[config.mk]
export PLATFORM = sky130hd
export DESIGN_NAME = uart_periph
export DESIGN_NICKNAME = d
export VERILOG_FILES = /design/src/rtl/uart_pkg.sv /design/src/rtl/uart_rx.sv /design/src/rtl/uart_periph.sv
export SDC_FILE = /design/constraint.sdc
export NUM_CORES = 1
export LEC_CHECK = 0
export BUFFER_PORTS_ARGS = -buffer_cell sky130_fd_sc_hd__buf_2
export CORE_MARGIN = 1
export CORE_UTILIZATION = 55
export CTS_CLUSTER_DIAMETER = 30
export CTS_CLUSTER_SIZE = 10
export DETAILED_ROUTE_END_ITERATION = 12
export GPL_TIMING_DRIVEN = 0
export PLACE_DENSITY = 0.86
export SLEW_MARGIN = 20
export SYNTH_ARGS = -nofsm -noshare
export SYNTH_HDL_FRONTEND = slang
export SYNTH_SLANG_ARGS = --single-unit
[constraint.sdc]
create_clock -name PCLK -period 4.9 [get_ports PCLK]
set_input_delay 0.49 -clock PCLK [delete_from_list [all_inputs] [get_ports PCLK]]
set_output_delay 0.49 -clock PCLK [all_outputs]
set_load 0.05 [all_outputs]
[src/rtl/uart_pkg.sv]
// Shared constants and state type for the APB UART peripheral.
package uart_pkg;

  localparam logic [1:0] ADDR_CTRL   = 2'd0;
  localparam logic [1:0] ADDR_STATUS = 2'd1;
  localparam logic [1:0] ADDR_TXDATA = 2'd2;
  localparam logic [1:0] ADDR_RXDATA = 2'd3;

  localparam int ST_TX_BUSY      = 0;
  localparam int ST_TX_FULL      = 1;
  localparam int ST_RX_VALID     = 2;
  localparam int ST_RX_OVERRUN   = 3;
  localparam int ST_RX_FRAME_ERR = 4;

  typedef enum logic [1:0] {
    IDLE  = 2'd0,
    START = 2'd1,
    DATA  = 2'd2,
    STOP  = 2'd3
  } uart_state_e;

endpackage

[src/rtl/uart_rx.sv]
// UART receiver: rx synchronizer, 16x oversampled frame FSM, byte/frame-error pulses.
module uart_rx
  import uart_pkg::*;
#(
  parameter int OVERSAMPLE = 16
) (
  input  logic       i_clk,
  input  logic       i_rst_n,
  input  logic       i_tick,
  input  logic       i_rx_en,
  input  logic       i_rx,
  output logic       o_byte_valid,
  output logic [7:0] o_byte,
  output logic       o_frame_err
);

  localparam logic [3:0] MID_TICK  = 4'(OVERSAMPLE / 2 - 1);
  localparam logic [3:0] LAST_TICK = 4'(OVERSAMPLE - 1);

  logic        r_sync1;
  logic        r_sync2;
  logic        r_prev;
  uart_state_e r_state;
  uart_state_e w_next;
  logic [3:0]  r_tcnt;
  logic [2:0]  r_bitcnt;
  logic [7:0]  r_shift;
  logic        w_fall;
  logic        w_mid;
  logic        w_end;

  assign w_fall = r_prev & ~r_sync2;
  assign w_mid  = i_tick && (r_tcnt == MID_TICK);
  assign w_end  = i_tick && (r_tcnt == LAST_TICK);
  assign o_byte = r_shift;

  always_comb begin
    w_next       = r_state;
    o_byte_valid = 1'b0;
    o_frame_err  = 1'b0;
    if (!i_rx_en) begin
      w_next = IDLE;
    end else begin
      case (r_state)
        IDLE:  if (w_fall) w_next = START;
        // A line that is high again at mid start bit was a glitch.
        START: if (w_mid) w_next = r_sync2 ? IDLE : DATA;
        DATA:  if (w_end && (r_bitcnt == 3'd7)) w_next = STOP;
        STOP: begin
          if (w_end) begin
            w_next       = IDLE;
            o_byte_valid = r_sync2;
            o_frame_err  = ~r_sync2;
          end
        end
        default: w_next = IDLE;
      endcase
    end
  end

  always_ff @(posedge i_clk) begin
    if (!i_rst_n) begin
      r_sync1  <= 1'b0;
      r_sync2  <= 1'b0;
      r_prev   <= 1'b0;
      r_state  <= IDLE;
      r_tcnt   <= '0;
      r_bitcnt <= '0;
      r_shift  <= '0;
    end else begin
      r_sync1 <= i_rx;
      r_sync2 <= r_sync1;
      r_prev  <= r_sync2;
      r_state <= w_next;
      // Realign the tick count at mid start bit so data samples land mid-bit.
      if ((r_state == IDLE) || ((r_state == START) && w_mid)) begin
        r_tcnt   <= '0;
        r_bitcnt <= '0;
      end else if (i_tick) begin
        r_tcnt <= r_tcnt + 4'd1;
      end
      if ((r_state == DATA) && w_end) begin
        r_shift  <= {r_sync2, r_shift[7:1]};
        r_bitcnt <= r_bitcnt + 3'd1;
      end
    end
  end

endmodule

[src/rtl/uart_periph.sv]
// APB slave UART (8N1, LSB first): register file, tick generator, TX path, RX buffer.
module uart_periph
  import uart_pkg::*;
#(
  parameter int TICK_DIV   = 651,
  parameter int OVERSAMPLE = 16
) (
  input  logic        PCLK,
  input  logic        PRESET,
  input  logic [31:0] PADDR,
  input  logic        PWRITE,
  input  logic        PENABLE,
  input  logic [31:0] PWDATA,
  input  logic        PSEL,
  output logic [31:0] PRDATA,
  output logic        PREADY,
  output logic        tx,
  input  logic        rx
);

  localparam int         TW        = (TICK_DIV > 1) ? $clog2(TICK_DIV) : 1;
  localparam logic [TW-1:0] TICK_MAX = TW'(TICK_DIV - 1);
  localparam logic [3:0] LAST_TICK = 4'(OVERSAMPLE - 1);

  logic [TW-1:0] r_tick_cnt;
  logic          w_tick;
  logic          r_pready;
  logic [31:0]   r_prdata;
  logic [31:0]   w_rdata;
  logic [1:0]    w_addr;
  logic          w_setup_done;
  logic          w_commit;
  logic          w_wr;
  logic          w_pop;
  logic          w_w1c;
  logic          r_tx_en;
  logic          r_rx_en;
  logic [7:0]    r_tx_hold;
  logic          r_tx_full;
  uart_state_e   r_tx_state;
  uart_state_e   w_tx_next;
  logic          w_tx_load;
  logic          w_tx_bit_end;
  logic [9:0]    r_tx_shift;
  logic [3:0]    r_tx_tcnt;
  logic [2:0]    r_tx_bitcnt;
  logic [7:0]    r_rx_buf;
  logic          r_rx_valid;
  logic          r_rx_ovr;
  logic          r_rx_ferr;
  logic          w_rx_byte_valid;
  logic [7:0]    w_rx_byte;
  logic          w_rx_frame_err;
  logic          w_unused;

  assign w_unused = ^{PADDR[31:4], PADDR[1:0], PWDATA[31:8]};

  assign w_tick       = (r_tick_cnt == TICK_MAX);
  assign w_addr       = PADDR[3:2];
  assign w_setup_done = PSEL & PENABLE & ~r_pready;
  assign w_commit     = PSEL & PENABLE & r_pready;
  assign w_wr         = w_commit & PWRITE;
  assign w_pop        = w_commit & ~PWRITE & (w_addr == ADDR_RXDATA);
  assign w_w1c        = w_wr & (w_addr == ADDR_STATUS);
  assign w_tx_bit_end = w_tick && (r_tx_tcnt == LAST_TICK);

  assign PREADY = r_pready;
  assign PRDATA = r_prdata;
  assign tx     = r_tx_shift[0];

  uart_rx #(.OVERSAMPLE(OVERSAMPLE)) u_rx (
    .i_clk        (PCLK),
    .i_rst_n      (PRESET),
    .i_tick       (w_tick),
    .i_rx_en      (r_rx_en),
    .i_rx         (rx),
    .o_byte_valid (w_rx_byte_valid),
    .o_byte       (w_rx_byte),
    .o_frame_err  (w_rx_frame_err)
  );

  always_comb begin
    w_rdata = '0;
    case (w_addr)
      ADDR_CTRL:   w_rdata[1:0] = {r_rx_en, r_tx_en};
      ADDR_STATUS: begin
        w_rdata[ST_TX_BUSY]      = (r_tx_state != IDLE);
        w_rdata[ST_TX_FULL]      = r_tx_full;
        w_rdata[ST_RX_VALID]     = r_rx_valid;
        w_rdata[ST_RX_OVERRUN]   = r_rx_ovr;
        w_rdata[ST_RX_FRAME_ERR] = r_rx_ferr;
      end
      ADDR_RXDATA: w_rdata[7:0] = r_rx_buf;
      default:     w_rdata = '0;
    endcase
  end

  always_comb begin
    w_tx_next = r_tx_state;
    w_tx_load = 1'b0;
    case (r_tx_state)
      IDLE: begin
        if (r_tx_en && r_tx_full) begin
          w_tx_next = START;
          w_tx_load = 1'b1;
        end
      end
      START:   if (w_tx_bit_end) w_tx_next = DATA;
      DATA:    if (w_tx_bit_end && (r_tx_bitcnt == 3'd7)) w_tx_next = STOP;
      STOP:    if (w_tx_bit_end) w_tx_next = IDLE;
      default: w_tx_next = IDLE;
    endcase
  end

  always_ff @(posedge PCLK) begin
    if (!PRESET) begin
      r_tick_cnt  <= '0;
      r_pready    <= 1'b0;
      r_prdata    <= '0;
      r_tx_en     <= 1'b0;
      r_rx_en     <= 1'b0;
      r_tx_hold   <= '0;
      r_tx_full   <= 1'b0;
      r_tx_state  <= IDLE;
      r_tx_shift  <= '1;
      r_tx_tcnt   <= '0;
      r_tx_bitcnt <= '0;
      r_rx_buf    <= '0;
      r_rx_valid  <= 1'b0;
      r_rx_ovr    <= 1'b0;
      r_rx_ferr   <= 1'b0;
    end else begin
      r_tick_cnt <= w_tick ? '0 : r_tick_cnt + 1'b1;

      r_pready <= w_setup_done;
      r_prdata <= w_setup_done ? w_rdata : '0;

      if (w_wr && (w_addr == ADDR_CTRL)) begin
        r_tx_en <= PWDATA[0];
        r_rx_en <= PWDATA[1];
      end

      if (w_wr && (w_addr == ADDR_TXDATA) && !r_tx_full) begin
        r_tx_hold <= PWDATA[7:0];
        r_tx_full <= 1'b1;
      end else if (w_tx_load) begin
        r_tx_full <= 1'b0;
      end

      // Shifter holds the whole frame {stop, data, start}; ones refill behind it.
      r_tx_state <= w_tx_next;
      if (w_tx_load) begin
        r_tx_shift  <= {1'b1, r_tx_hold, 1'b0};
        r_tx_tcnt   <= '0;
        r_tx_bitcnt <= '0;
      end else if ((r_tx_state != IDLE) && w_tick) begin
        r_tx_tcnt <= r_tx_tcnt + 4'd1;
        if (w_tx_bit_end) begin
          r_tx_shift <= {1'b1, r_tx_shift[9:1]};
          if (r_tx_state == DATA) r_tx_bitcnt <= r_tx_bitcnt + 3'd1;
        end
      end

      // A pop on the delivery edge frees the buffer, so no overrun is flagged.
      if (w_rx_byte_valid && (!r_rx_valid || w_pop)) begin
        r_rx_buf   <= w_rx_byte;
        r_rx_valid <= 1'b1;
      end else if (w_pop) begin
        r_rx_valid <= 1'b0;
      end

      if (w_rx_byte_valid && r_rx_valid && !w_pop) r_rx_ovr <= 1'b1;
      else if (w_w1c && PWDATA[ST_RX_OVERRUN])     r_rx_ovr <= 1'b0;

      if (w_rx_frame_err)                            r_rx_ferr <= 1'b1;
      else if (w_w1c && PWDATA[ST_RX_FRAME_ERR])     r_rx_ferr <= 1'b0;
    end
  end

endmodule

==> impl_metrics.toml, run 1 <==
[run_status]
run_status = "complete, no violations"

[power_and_ir_drop]
cellPowerDensity_nw_per_um2 = 293
net_sw_power_w = 0.000307
power.ir.vdd_worst_v = 0.000233
swShare = 0.254
power_share_of_the_combinational_group = 0.076
fin_total_pwr_w = 0.00121
cell_internal_power_w = 0.000904
clkPwrFrac = 0.388
power.static_leakage_nw = 1.63
seq_power_share = 0.536

[clock_tree]
clock_tree.buffer_depth = 2
numCtsBuffers = 9
root_buffer = "clkbuf_8"
cts.reportedPaths.clkPinSlew_ns = 0.08
postCtsHoldBufs = 0
postCtsSetupBuffers = 0
cts_max_level = 3
tritoncts_num_sinks = 79
clk_latency_ns = 0.36
cts_tree = "done"
post_cts.resized_instances = 0

[floorplanning]
core_region_area_um2 = 6350
number_of_placed_i_o_pins = 104
effective_utilization_at_floorplan = 0.571
std_cell_rows = 29
die-height_um = 83.2
die_w_um = 83.2
dieArea_um2 = 6920

[critical_path]
critPathLaunch = "r_tick_cnt[2]"
reg2reg_setup_slack_ns = 2.55
data_arrival_time_of_the_worst_path_ns = 2.58
path_max_fanout = 10
critPathKind = "reg2reg"
path_cells = "or4b_4 > or4_1 > buf_2 > buf_6 > o31ai_1 > a21oi_1"
critical_path.n_buffers_inverters = 2
worst_r2r_path_depth = 6
cp.required_ns = 5.12
worstSetupEndpointType = "flip-flop"
cpMaxStageDelayCell = "or4b_4"
worst_path_largest_cell_delay_ns = 0.60
critPathTopFamily = "simple AND/OR/NAND/NOR gates"
reg2reg_to = "r_rx_buf[6]"
r2r_start = "r_tick_cnt[2]"
start_kind = "flip-flop"

[logic_synthesis]
number_of_flops_mapped_to_enable_cells_by_yosys = 0
yosysTopAreaCell = "dfxtp_1"
post_synth_num_cell_types = 51
yosysSeqAreaShare = 0.436
ys.flop_type = "dfxtp_1"
flip_flop_and_latch_count_after_synthesis = 79
synth_commonest_cells = "79 x dfxtp_1, 38 x nand2_1, 32 x nand3_1"
yosys.cell_count.top_type = "dfxtp_1"
synth_area_leaders = "dfxtp_1 44%, buf_4 5.0%, nand3_1 4.4%"
syn_avg_cell_area_um2 = 8.63
synthArstFlopShare = 0
ys.warnings.count = 0
post_synth_inst_count = 420
synth.top_cell.area_share = 0.436
synthesis.area_um2 = 3620

[sta]
grt_setup_unrepaired = "false"
fmax_mhz = 425
timing.final.max_slew_violations = 0
timing.final.crit_share = 0.480
relative_slew_margins = 0.298
finalWorstPathRequiredPeriod_ns = 2.35
report.final.setup_viol = 0
worst_pin_slew_ns = 1.04
final.setup.tns_ns = 0
fin_skew_ns = 0.00709
final_hold_viol_count = 0

[worst_hold_path]
timing.hold.worst_path_depth = 3
worstHoldPathType = "in2reg"
min_delay_endpoint = "r_tx_hold[2]"
hold_path.startpoint = "PWDATA[2]"

[flow_run]
cap_violations = 0

[route]
drt.antenna.violating_nets = 0
wirelength_um = 7810
dr_total_vias = 3176
iteration_0_drc_markers = 181
length_of_the_first_detailed_routing_pass_in_iterations = 4
avgViaCountPerCell = 5.66
route.detailed.wl_per_inst_um = 13.9
post-route-drc-count = 0

[global_route]
grt_pass1_wl_um = 13000
grt_max_degree = 14
number_of_global_route_vias_before_repair = 2886
grt_usage = 0.234
grt_antenna_before_repair = 0
grt-ovfl-total = 0

[layout]
final_cell_count_no_fill = 561
final_layout_size_suffix_gt1_frac = 0.157
antennaDiodeCount = 0
final_nets = 561
syn_to_final_growth_pct = 13.9
post-route-util = 0.650

[placement]
numPlacedInstances = 545
finalWeightedCongestion = 0.815
io_buffer_count = 25
place.detailed.hpwl_um = 5510
## worst max-delay path by stage
stage | slack, ns | end | cells after the start
global route | 2.35 | r_tx_shift[6] | 8
detailed placement | 2.53 | r_rx_buf[1] | 6
floorplan | 2.77 | r_rx_buf[6] | 6
global placement | 2.40 | r_tx_hold[6] | 6
CTS | 2.55 | r_rx_buf[6] | 6
finish | 2.55 | r_rx_buf[6] | 6
## worst reg2reg max path, stage by stage (launching register included)
cell and delay [ns]:
dfxtp_1 0.37, or4b_4 0.60, or4_1 0.53, buf_2 0.20
buf_6 0.15, o31ai_1 0.27, a21oi_1 0.10
## state kept, by name (all words and copies together) (netlist names), 2 cells and up, named ones only
| signal | flops |
|---|---|
| r_rx_buf | 8 |
| r_tick_cnt | 10 |
| r_tx_state | 2 |
| r_tx_bitcnt | 3 |
| u_rx.o_byte | 8 |
| r_tx_shift | 9 |
| r_tx_tcnt | 4 |
| r_tx_hold | 8 |
| u_rx.r_bitcnt | 3 |
| PRDATA | 8 |
| u_rx.r_tcnt | 4 |
## final cells by class
type,count,area (um2)
Clock buffer,10,128
Fill cell,535,2220
Tap cell,77,96.3
Timing Repair Buffer,25,125
Buffer,47,277
Inverter,10,37.5
Clock inverter,6,61.3
Sequential cell,79,1580
Multi-Input combinational cell,307,1820
## cells by family (layout without fill, tap and decap cells)
family,Yosys count,after routing,synth area share
and+or+nand+nor,163,163,0.231
AOI/OAI and AO/OA,86,86,0.146
DFF,79,79,0.436
buffers and inverters,57,98,0.0867
adders and majority gates,12,12,0.0414
xor gates and xnor gates,11,11,0.0266
muxes,11,11,0.0307
other,1,24,0.00103
## per-layer routing
layer / share of wire / global-route usage
met5: 0 / 0
met1: 0.43 / 0.289
met4: 0.024 / 0.0893
met2: 0.49 / 0.387
met3: 0.061 / 0.0686
## stage by stage
step / setup slack [ns] / hold slack [ns] / cell area [um2]
3_3_place_gp: 2.40 / 0.416 / 3930
6_report: 2.55 / 0.356 / 4130
2_1_floorplan: 2.77 / 0.412 / 3710
3_5_place_dp: 2.53 / 0.428 / 3940
4_1_cts: 2.55 / 0.349 / 4130
5_1_grt: 2.35 / 0.362 / 4130
## power by group through the flow
stage | clock (W) | combinational (W) | sequential (W)
floorplan | 0 | 0.0000740 | 0.000665
global placement | 0 | 0.0000900 | 0.000664
detailed placement | 0 | 0.0000911 | 0.000664
CTS | 0.000476 | 0.0000913 | 0.000649
global route | 0.000505 | 0.0000975 | 0.000649
finish | 0.000470 | 0.0000920 | 0.000649
## placed cells by master, fill, tap and decap left out, types with 2 or more instances in the layout
master	netlist	final
mux2i_1	10	10
or4_1	3	3
conb_1	1	24
and2_1	7	7
and3_1	3	3
a211o_1	2	2
o21ai_0	21	21
a31oi_1	8	8
nand4_1	14	14
ha_1	12	12
nand3_1	32	32
xnor2_1	8	8
dfxtp_1	79	79
a21boi_0	2	2
clkinv_2	0	3
clkbuf_8	0	9
nor3b_1	3	3
nor3_1	13	13
buf_4	24	24
a211oi_1	4	4
buf_2	2	27
nor2_1	31	31
a22o_1	2	2
nand2_1	38	38
o31ai_1	11	11
inv_1	10	10
xor2_1	3	3
nor4_1	3	3
clkbuf_1	18	19
nor4b_2	1	2
or3_1	4	4
buf_1	2	2
a21oi_1	28	28
(Power assumes the default switching activity.)
==> inputs of run 2 (changes only) <==
--- a/config.mk
+++ b/config.mk
@@ -7,12 +7,12 @@
 export LEC_CHECK = 0
 export BUFFER_PORTS_ARGS = -buffer_cell sky130_fd_sc_hd__buf_2
 export CORE_MARGIN = 1
-export CORE_UTILIZATION = 55
+export CORE_UTILIZATION = 52
 export CTS_CLUSTER_DIAMETER = 30
 export CTS_CLUSTER_SIZE = 10
 export DETAILED_ROUTE_END_ITERATION = 12
 export GPL_TIMING_DRIVEN = 0
-export PLACE_DENSITY = 0.86
+export PLACE_DENSITY = 0.82
 export SLEW_MARGIN = 20
 export SYNTH_ARGS = -nofsm -noshare
 export SYNTH_HDL_FRONTEND = slang
==> constraint.sdc (replaced) <==
create_clock -name PCLK -period 2.4 [get_ports PCLK]
set_input_delay 0.24 -clock PCLK [delete_from_list [all_inputs] [get_ports PCLK]]
set_output_delay 0.24 -clock PCLK [all_outputs]
set_load 0.05 [all_outputs]
==> run 2 against run 1 <==
Effect of this change:
- the run now ends with DRC left
- clock power is 99% higher
- sequential power is 100% higher
- clock skew is 0.0063 ns higher
- critical endpoint is now r_rx_ferr
==> impl_metrics.toml, run 2 (synthesis results as in run 1) <==
[flow_run]
cap_violations = 0

[layout]
final_cell_count_no_fill = 564
final_nets = 561
regMostFlops = "r_tick_cnt"
mostFrequentLayoutCells = "77 x dfxtp_1, 38 x nand2_1, 32 x nand3_1"
largestRegisters = "r_tick_cnt x10, r_tx_shift x9"
antennaDiodeCount = 0
fill_cells = 608
syn_to_final_growth_pct = 14.0
final_layout_size_suffix_gt1_frac = 0.163
largest_reg_flops = 10
layout.cells.most_common = "dfxtp_1"

[sta]
grt_setup_unrepaired = "false"
report.final.setup_viol = 0
fmax_mhz = 442
timing.final.max_slew_violations = 0
final.setup.tns_ns = 0
worst_pin_slew_ns = 0.977
worst_hold_slack_ns = 0.0888
relative_slew_margins = 0.343
timing.final.crit_share = 0.942
fin_skew_ns = 0.0133
final_hold_viol_count = 0
finalWorstPathRequiredPeriod_ns = 2.26

[clock_tree]
clk_latency_ns = 0.36
cts.reportedPaths.clkPinSlew_ns = 0.09
numCtsBuffers = 9
cts_max_level = 3
root_buffer = "clkbuf_8"
tritoncts_num_sinks = 79
cts_tree = "done"
postCtsHoldBufs = 0
clock_tree.buffer_depth = 2

[global_route]
grt_usage = 0.213
grt_antenna_before_repair = 0
grt-ovfl-total = 0
grt_pass1_wl_um = 12300
number_of_global_route_vias_before_repair = 2709
grt_max_degree = 17

[route]
dr_total_vias = 3110
iteration_0_drc_markers = 211
avgViaCountPerCell = 5.51
length_of_the_first_detailed_routing_pass_in_iterations = 8
drt.antenna.violating_nets = 0
wirelength_um = 7340
route.detailed.wl_per_inst_um = 13.0
post-route-drc-count = 1

[floorplanning]
die-height_um = 85.5
die_w_um = 85.5
effective_utilization_at_floorplan = 0.536
dieArea_um2 = 7310
number_of_placed_i_o_pins = 104
std_cell_rows = 30
core_region_area_um2 = 6760

[worst_hold_path]
worstHoldPathType = "in2reg"

[critical_path]
path_max_fanout = 10
cp.required_ns = 2.70
data_arrival_time_of_the_worst_path_ns = 2.56
worstSetupEndpointType = "flip-flop"
start_kind = "flip-flop"
critPathKind = "reg2reg"

[power_and_ir_drop]
cellPowerDensity_nw_per_um2 = 593
power.ir.vdd_worst_v = 0.000426
power.static_leakage_nw = 1.62

[run_status]
run_status = "complete, but fails checks"
violations = "DRC"

[placement]
numPlacedInstances = 548
place.detailed.hpwl_um = 5330
io_buffer_count = 25
finalWeightedCongestion = 0.786
-- run 2: cell count changes in the layout (fill, tap and decap cells not counted), sizes merged --
cell | previous run | this run
bufinv | 1 | 0
clkinv | 4 | 0
clkinvlp | 1 | 2
clkbuf | 28 | 27
inv | 10 | 15
-- run 2: layer usage --
layer | track usage | part of all wire | up-vias
met2 | 0.348 | 0.49 | 80
met4 | 0.0712 | 0.015 | 0
li1 | - | - | 1566
met5 | 0 | 0 | -
met1 | 0.272 | 0.44 | 1450
met3 | 0.0603 | 0.057 | 14
-- run 2: power breakdown --
part / switching (W) / leakage (nW) / total [W] / internal, W
logic: 0.000135 / 0.895 / 0.000186 / 0.0000510
registers: 0.00000772 / 0.639 / 0.00132 / 0.00132
clock network: 0.000538 / 0.0892 / 0.000935 / 0.000397
total: 0.000682 / 1.62 / 0.00245 / 0.00176
-- run 2: layout make-up --
type                    count  area [um2]  share of cell area
flip-flops and latches     79        1580               0.384
well taps                  80         100              0.0242
clock inverters             7        61.3              0.0148
inverters                  10        37.5             0.00909
plain buffers              47         277              0.0670
multi-input cells         307        1820               0.441
clock buffers               9         124              0.0300
repair buffers             25         125              0.0303
-- run 2: repair_timing --
item	CTS	global route
gates resized for setup	0	2
buffers inserted	0	0
setup endpoints to repair	0	2
-- run 2: worst paths after layout --
kind,slack [ns],to,cells after the start,startpoint
max,0.14,r_rx_ferr,5,r_tick_cnt[2]
max reg2reg,0.14,r_rx_ferr,5,r_tick_cnt[2]
min,0.09,r_tx_hold[5],3,PWDATA[5]
min reg2reg,0.44,u_rx.r_sync2,1,u_rx.r_sync1
-- run 2: critical path: stages, from the launching register on --
cell	delay (ns)
dfxtp_2	0.36
or4b_4	0.58
nor4_1	0.46
clkbuf_1	0.43
nand4b_1	0.20
a21oi_1	0.17
-- run 2: stage by stage --
stage | util | area, um2 | total power, W | setup slack, ns
global placement | 0.582 | 3940 | 0.00154 | 0.123
finish | 0.611 | 4130 | 0.00245 | 0.139
global route | 0.611 | 4130 | 0.00253 | 0.00236
CTS | 0.611 | 4130 | 0.00246 | 0.0952
detailed placement | 0.583 | 3940 | 0.00154 | 0.108
floorplan | - | 3710 | 0.00151 | 0.266
